## config.mk

```make
export PLATFORM = sky130hd
export DESIGN_NAME = phy_tx_serial
export DESIGN_NICKNAME = d
export VERILOG_FILES = /design/src/rtl/phy_tx_serial.sv
export SDC_FILE = /design/constraint.sdc
export NUM_CORES = 1
export LEC_CHECK = 0
export BUFFER_PORTS_ARGS = -buffer_cell sky130_fd_sc_hd__buf_4
export CAP_MARGIN = 0
export CORE_AREA = 5 5 46 48
export CTS_CLUSTER_DIAMETER = 50
export DETAILED_ROUTE_END_ITERATION = 12
export DIE_AREA = 0 0 51 53
export MAX_ROUTING_LAYER = met4
export PLACE_DENSITY = 0.66
export SKIP_CTS_REPAIR_TIMING = 1
export SYNTH_ARGS = -nofsm -noshare
export SYNTH_HDL_FRONTEND = slang
export SYNTH_SLANG_ARGS = --single-unit
export TNS_END_PERCENT = 100
```

## constraint.sdc

```tcl
create_clock -name clk16f -period 1.3 [get_ports clk16f]
set_clock_uncertainty 0.15 [all_clocks]
set_input_delay 0.065 -clock clk16f [delete_from_list [all_inputs] [get_ports clk16f]]
set_output_delay 0.065 -clock clk16f [all_outputs]
set_load 0.02 [all_outputs]
```

## src/rtl/phy_tx_serial.sv

```systemverilog
// Transmit end of the 2-bit serial PHY lane: COM alignment burst after reset,
// then one data or IDLE byte every four clk16f cycles, MSB pair first.
module phy_tx_serial #(
    parameter int          COM_COUNT = 4,
    parameter logic [7:0]  COM       = 8'hBC,
    parameter logic [7:0]  IDLE      = 8'h7C
) (
    input  logic       clk16f,
    input  logic       reset_L,
    input  logic [8:0] data_in,
    output logic       data_ack,
    output logic [1:0] serial,
    output logic       sync_done
);

    typedef enum logic [0:0] {
        SYNC = 1'b0,
        DATA = 1'b1
    } state_t;

    localparam logic [3:0] COM_LAST = 4'(COM_COUNT);

    state_t     state_r;
    logic [1:0] cnt_r;
    logic [3:0] com_cnt_r;
    logic [5:0] hold_r;
    logic [7:0] byte_s;
    logic       ack_s;

    // Byte selected for the next boundary edge and whether it consumes data_in.
    always_comb begin
        byte_s = IDLE;
        ack_s  = 1'b0;
        case (state_r)
            SYNC: begin
                byte_s = COM;
                ack_s  = 1'b0;
            end
            DATA: begin
                if (data_in[8]) begin
                    byte_s = data_in[7:0];
                    ack_s  = 1'b1;
                end else begin
                    byte_s = IDLE;
                    ack_s  = 1'b0;
                end
            end
            default: begin
                byte_s = COM;
                ack_s  = 1'b0;
            end
        endcase
    end

    // Pair serializer, COM burst counter and SYNC->DATA sequencing.
    always_ff @(posedge clk16f or negedge reset_L) begin
        if (!reset_L) begin
            state_r   <= SYNC;
            cnt_r     <= 2'd0;
            com_cnt_r <= 4'd0;
            hold_r    <= 6'd0;
            serial    <= 2'b00;
            data_ack  <= 1'b0;
            sync_done <= 1'b0;
        end else begin
            cnt_r    <= cnt_r + 2'd1;
            data_ack <= 1'b0;
            case (cnt_r)
                2'd0: begin
                    serial   <= byte_s[7:6];
                    hold_r   <= byte_s[5:0];
                    data_ack <= ack_s;
                    if (state_r == SYNC) begin
                        com_cnt_r <= com_cnt_r + 4'd1;
                    end
                end
                2'd1: serial <= hold_r[5:4];
                2'd2: serial <= hold_r[3:2];
                2'd3: begin
                    serial <= hold_r[1:0];
                    // Leave SYNC on the last pair of the final COM so DATA starts gapless.
                    if (state_r == SYNC && com_cnt_r == COM_LAST) begin
                        state_r   <= DATA;
                        sync_done <= 1'b1;
                    end
                end
                default: serial <= 2'b00;
            endcase
        end
    end

endmodule

```

---- Word-level counts from Yosys, hierarchy flattened ----
Index checks and enable logic that the tools add are counted.
Widths: inputs -> output; s select.
storage, ports and cells
  bits in registers ....................... 16
  logic and storage cells ................. 23
operators by class
  $add $sub $neg .......................... 2
  equal/unequal tests ..................... 4
  mux-type cells .......................... 6
  bitwise operators ....................... 1
  reduce and logical (&&, ||, !) cells .... 4
operators with widths
  cell                 count
  $pmux 8 s2           1
  $mux 8               1
  $pmux 2 s4           1
  $add 4x1->4 const B  1
  $eq 2x2->1 const B   2
  $eq 4x3->1 const B   1
  $reduce_and 2->1     2
  $add 2x1->2 const B  1
  $eq 2x1->1 const B   1
  $logic_not 2->1      1
  $mux 1               2
  $pmux 1 s2           1
  $logic_and 1x1->1    1
  $not 1->1            1

---- Depth between registers and ports, before layout ----
  depth in word-level cells ............... 3
  mapped depth ............................ 6

---- Worst setup path after synthesis ----
OpenSTA, ideal clock, no wires.
  path type ............................... register to register
  start point ............................. register cnt_r[0]
  end point ............................... register com_cnt_r[3]
  library setup time ...................... 0.123 ns
  data arrival time ....................... 1.193 ns
  required time ........................... 1.027 ns
  setup slack ............................. -0.166 ns
  stages on the path, launching flop included .. 6
  path buffers ............................ 0
  period minus slack after synthesis ...... 1.466 ns
  path through ............................ dfrtp_1 -> inv_1 -> ha_1 -> nor2b_4 -> nand4_1 -> xnor2_1
between the ends
  longest elaborated chain between the ends .. 2
RTL lines
  element                     RTL line  RTL
  start, declared             24        logic [1:0] cnt_r;
  start signal, assigned      66        cnt_r <= cnt_r + 2'd1;
  $logic_not 2->1             68        case (cnt_r)
  $reduce_and 2->1 (no line)  --
  end signal, assigned        74        com_cnt_r <= com_cnt_r + 4'd1;
  end, declared               25        logic [3:0] com_cnt_r;
Every way passes these cells.
A chain may end at the register's enable or synchronous reset.

---- Worst setup path after layout ----
  start point ............................. register cnt_r[0]
  end point ............................... register serial[1]
between the ends
  longest elaborated chain between the ends .. 2
  elaborated cells between the ends (all ways) .. 5
  classes of those cells .................. 3 x eq/ne; 1 x mux; 1 x reduce/logical
RTL lines
  element                                   RTL line  RTL
  $eq 2x2->1, or another cell as far along  68
  $pmux 2 s4 *                              68
  end signal, assigned                      70        serial <= byte_s[7:6];
  end signal, assigned                      77        2'd1: serial <= hold_r[5:4];
  end signal, assigned                      78        2'd2: serial <= hold_r[3:2];
  end, declared                             12        output logic [1:0] serial,
Mark *: on every way between the ends. The rest lies on a longest branch, timed or not.

==> results.md <==
- Outcome: complete, but fails checks
- Failing checks: setup timing
- First-pass GRT wire length: 2.235 mm
- CP Max Fanout: 3
- Cell Count, Final, Fillers Out: 109
- Hold Crit Class: in2async
- Worst-margin pin slew: 0.2730 ns
- PortBufs: 14
- Total CTS buffers: 3
- R2r worst-path depth: 5
- Rows: 15
- WP data arrival: 1.46 ns
- Cell Pwr Density: 883.4 mW/mm^2
- Total power: 935.1 uW
- Syn Nets: 75
- Post-Synthesis Cells: 57
- CTS tree: yes
- Clock sinks: 16
- Final GP Congestion: 0.8259
- Register area share after synthesis: 0.5745
- Final WL: 1.477 mm
- Worst-path cell chain: inv_2 -> ha_2 -> a222oi_1 -> nor2b_1 -> a31oi_1
- Final ANT Viol Nets: 0
- Number of global-route vias before repair: 519
- Period utilisation layout: 1.118
- Slew Limit Headroom: 0.8180
- Initial antenna violation count: 0
- Synth cell types: 15
- H-tree depth: 1
- Peak supply drop: 0.0004825 V
- Max clock buf depth: 2
- Final setup vio count: 5
- Core Box Area: 0.001670 sq mm
- CP max stage cell: dfrtp_1
- Min Clock Period, post-route: 1.453 ns
- Most common cell after layout, fill and taps aside: buf_4
- Crit Path Class: reg2reg
- Startpoint Class: register
- Share of layout cells above drive strength 1: 0.3804
- Final net count: 111
- Placed cells: 94
- FF+latch count, synth: 16
- DRC: 0
- Die Ht: 53 um
- Area growth, synth to finish: 51.89%
- RSZ-0062 raised after global routing: yes
- Clock transition at path regs: 0.10 ns
- Die area: 0.002703 sq mm
- Drt via density: 4.963
- Per-cell routed wire length: 13.55 um
- Worst-Skew Late Latency: 0.28 ns
- Synth warn: 0
- Grt total ovfl: 0
- Hold_ws: 0.008380 ns
- Mapped cell area: 696.9 sq um
- R2R Setup Slk: -0.15 ns
- Ranking of synthesized cells by area: dfrtp_1 57%, ha_1 13%, o22a_1 5.0%
- Initial drt markers: 11
- N_diodes: 0
- Crit. End Element: register
- Top cell type by total area after synthesis: dfrtp_1
- Initial Utilization: 0.4172
- Total GRT Usage: 0.1178
- Max Slew Vio Count: 0
- CP max stage delay: 0.40 ns
- Max Cap Viol: 0
- Static leakage: 0.4841 nW
- Largest net degree at the start of global routing: 17
- Share of the synthesized area in the top cell type: 0.5745
- CTS Root Cell: clkbuf_4
- R2r endpoint: serial[1]
- Req. time, crit path: 1.31 ns
- Die W: 51 um
- DP HPWL: 1.077 mm
- Length of the first detailed-routing pass in iterations: 4
- Fmax achieved: 0.6880 GHz
- Most frequent cells in the layout: 20 x buf_4, 16 x dfrtp_1, 10 x dlygate4sd3_1, 7 x inv_1, 4 x o22a_1
- Syn_area_per_cell: 12.23 sq um
- Final hold vios: 0
- Via count: 541
- Worst r2r src: cnt_r[0]
- I/O pins: 15
- Worst setup slack after layout: -0.1535 ns
==> state kept, by name, indices dropped and copies added (netlist names) <==
| register | cells |
|---|---|
| com_cnt_r | 4 |
| hold_r | 6 |
| serial | 2 |
| data_ack | 1 |
| cnt_r | 2 |
| state_r | 1 |
==> Yosys cell counts <==
library cell	n
nor2b_1	1
nand2_1	5
o211ai_1	1
dfrtp_1	16
o21ai_0	4
a222oi_1	2
a31oi_1	1
nand4_1	1
ha_1	7
a41o_1	1
nor2b_4	1
xnor2_1	3
o22a_1	4
nand3_1	1
inv_1	9
==> power by group <==
part / total (mW) / switching (mW) / internal, mW
Combinational: 0.0876 / 0.0331 / 0.0546
Sequential: 0.518 / 0.00700 / 0.511
Clock: 0.329 / 0.159 / 0.170
Total: 0.935 / 0.199 / 0.736
==> logic make-up (layout without fill, tap and decap cells) <==
logic type,count (synthesis),in the layout,share of synthesized area
xor+xnor,3,3,0.03771
fa+ha+maj,7,7,0.1257
compound gates,13,13,0.1418
flops,16,16,0.5745
buf+inv,9,44,0.04847
simple gates,9,9,0.07182
==> stage by stage <==
step             util  instance area (sq um)  setup slack, ns  setup TNS (ns)
6_report       0.6337                   1059          -0.1535         -0.2502
5_1_grt        0.6337                   1059          -0.2235          -1.018
4_1_cts        0.5506                  919.6          -0.1762         -0.3010
3_5_place_dp   0.5288                  883.3          -0.1580         -0.2338
3_3_place_gp   0.5288                  883.3         -0.09555         -0.1603
2_1_floorplan       -                  711.9         -0.06266         -0.1040
==> worst max-delay path by stage <==
stage / from / endpoint / slack [ns]
2_1_floorplan: cnt_r[0] / serial[1] / -0.06
3_3_place_gp: cnt_r[1] / serial[1] / -0.1
5_1_grt: cnt_r[0] / serial[1] / -0.22
3_5_place_dp: cnt_r[1] / serial[1] / -0.16
6_report: cnt_r[0] / serial[1] / -0.15
4_1_cts: cnt_r[1] / serial[1] / -0.18
==> area by class of cell <==
type | instances | area [sq um]
Clock buffer | 4 | 36.28
Fill cell | 126 | 611.8
Inverter | 9 | 33.78
Multi-Input combinational cell | 32 | 305.3
Sequential cell | 16 | 400.4
Tap cell | 17 | 21.27
Timing Repair Buffer | 31 | 261.5
==> layer usage <==
metal  up-vias  part of all wire  GRT usage
met5         -                 0          -
met4         0            0.0081    0.05381
met3         2             0.048    0.04225
met2        15              0.49     0.1845
met1       258              0.45     0.1353
li1        266                 -          -
==> critical path, delay by kind of cell (launching register included) <==
family / cells / cell delay [ns]
adder cells (fa/ha/maj): 1 / 0.19
flip-flops: 1 / 0.40
AND/OR/NAND/NOR: 1 / 0.18
AO/OA/AOI/OAI: 2 / 0.35
buffers and inverters: 1 / 0.08
Note: power is estimated with default switching activity, not from simulation.
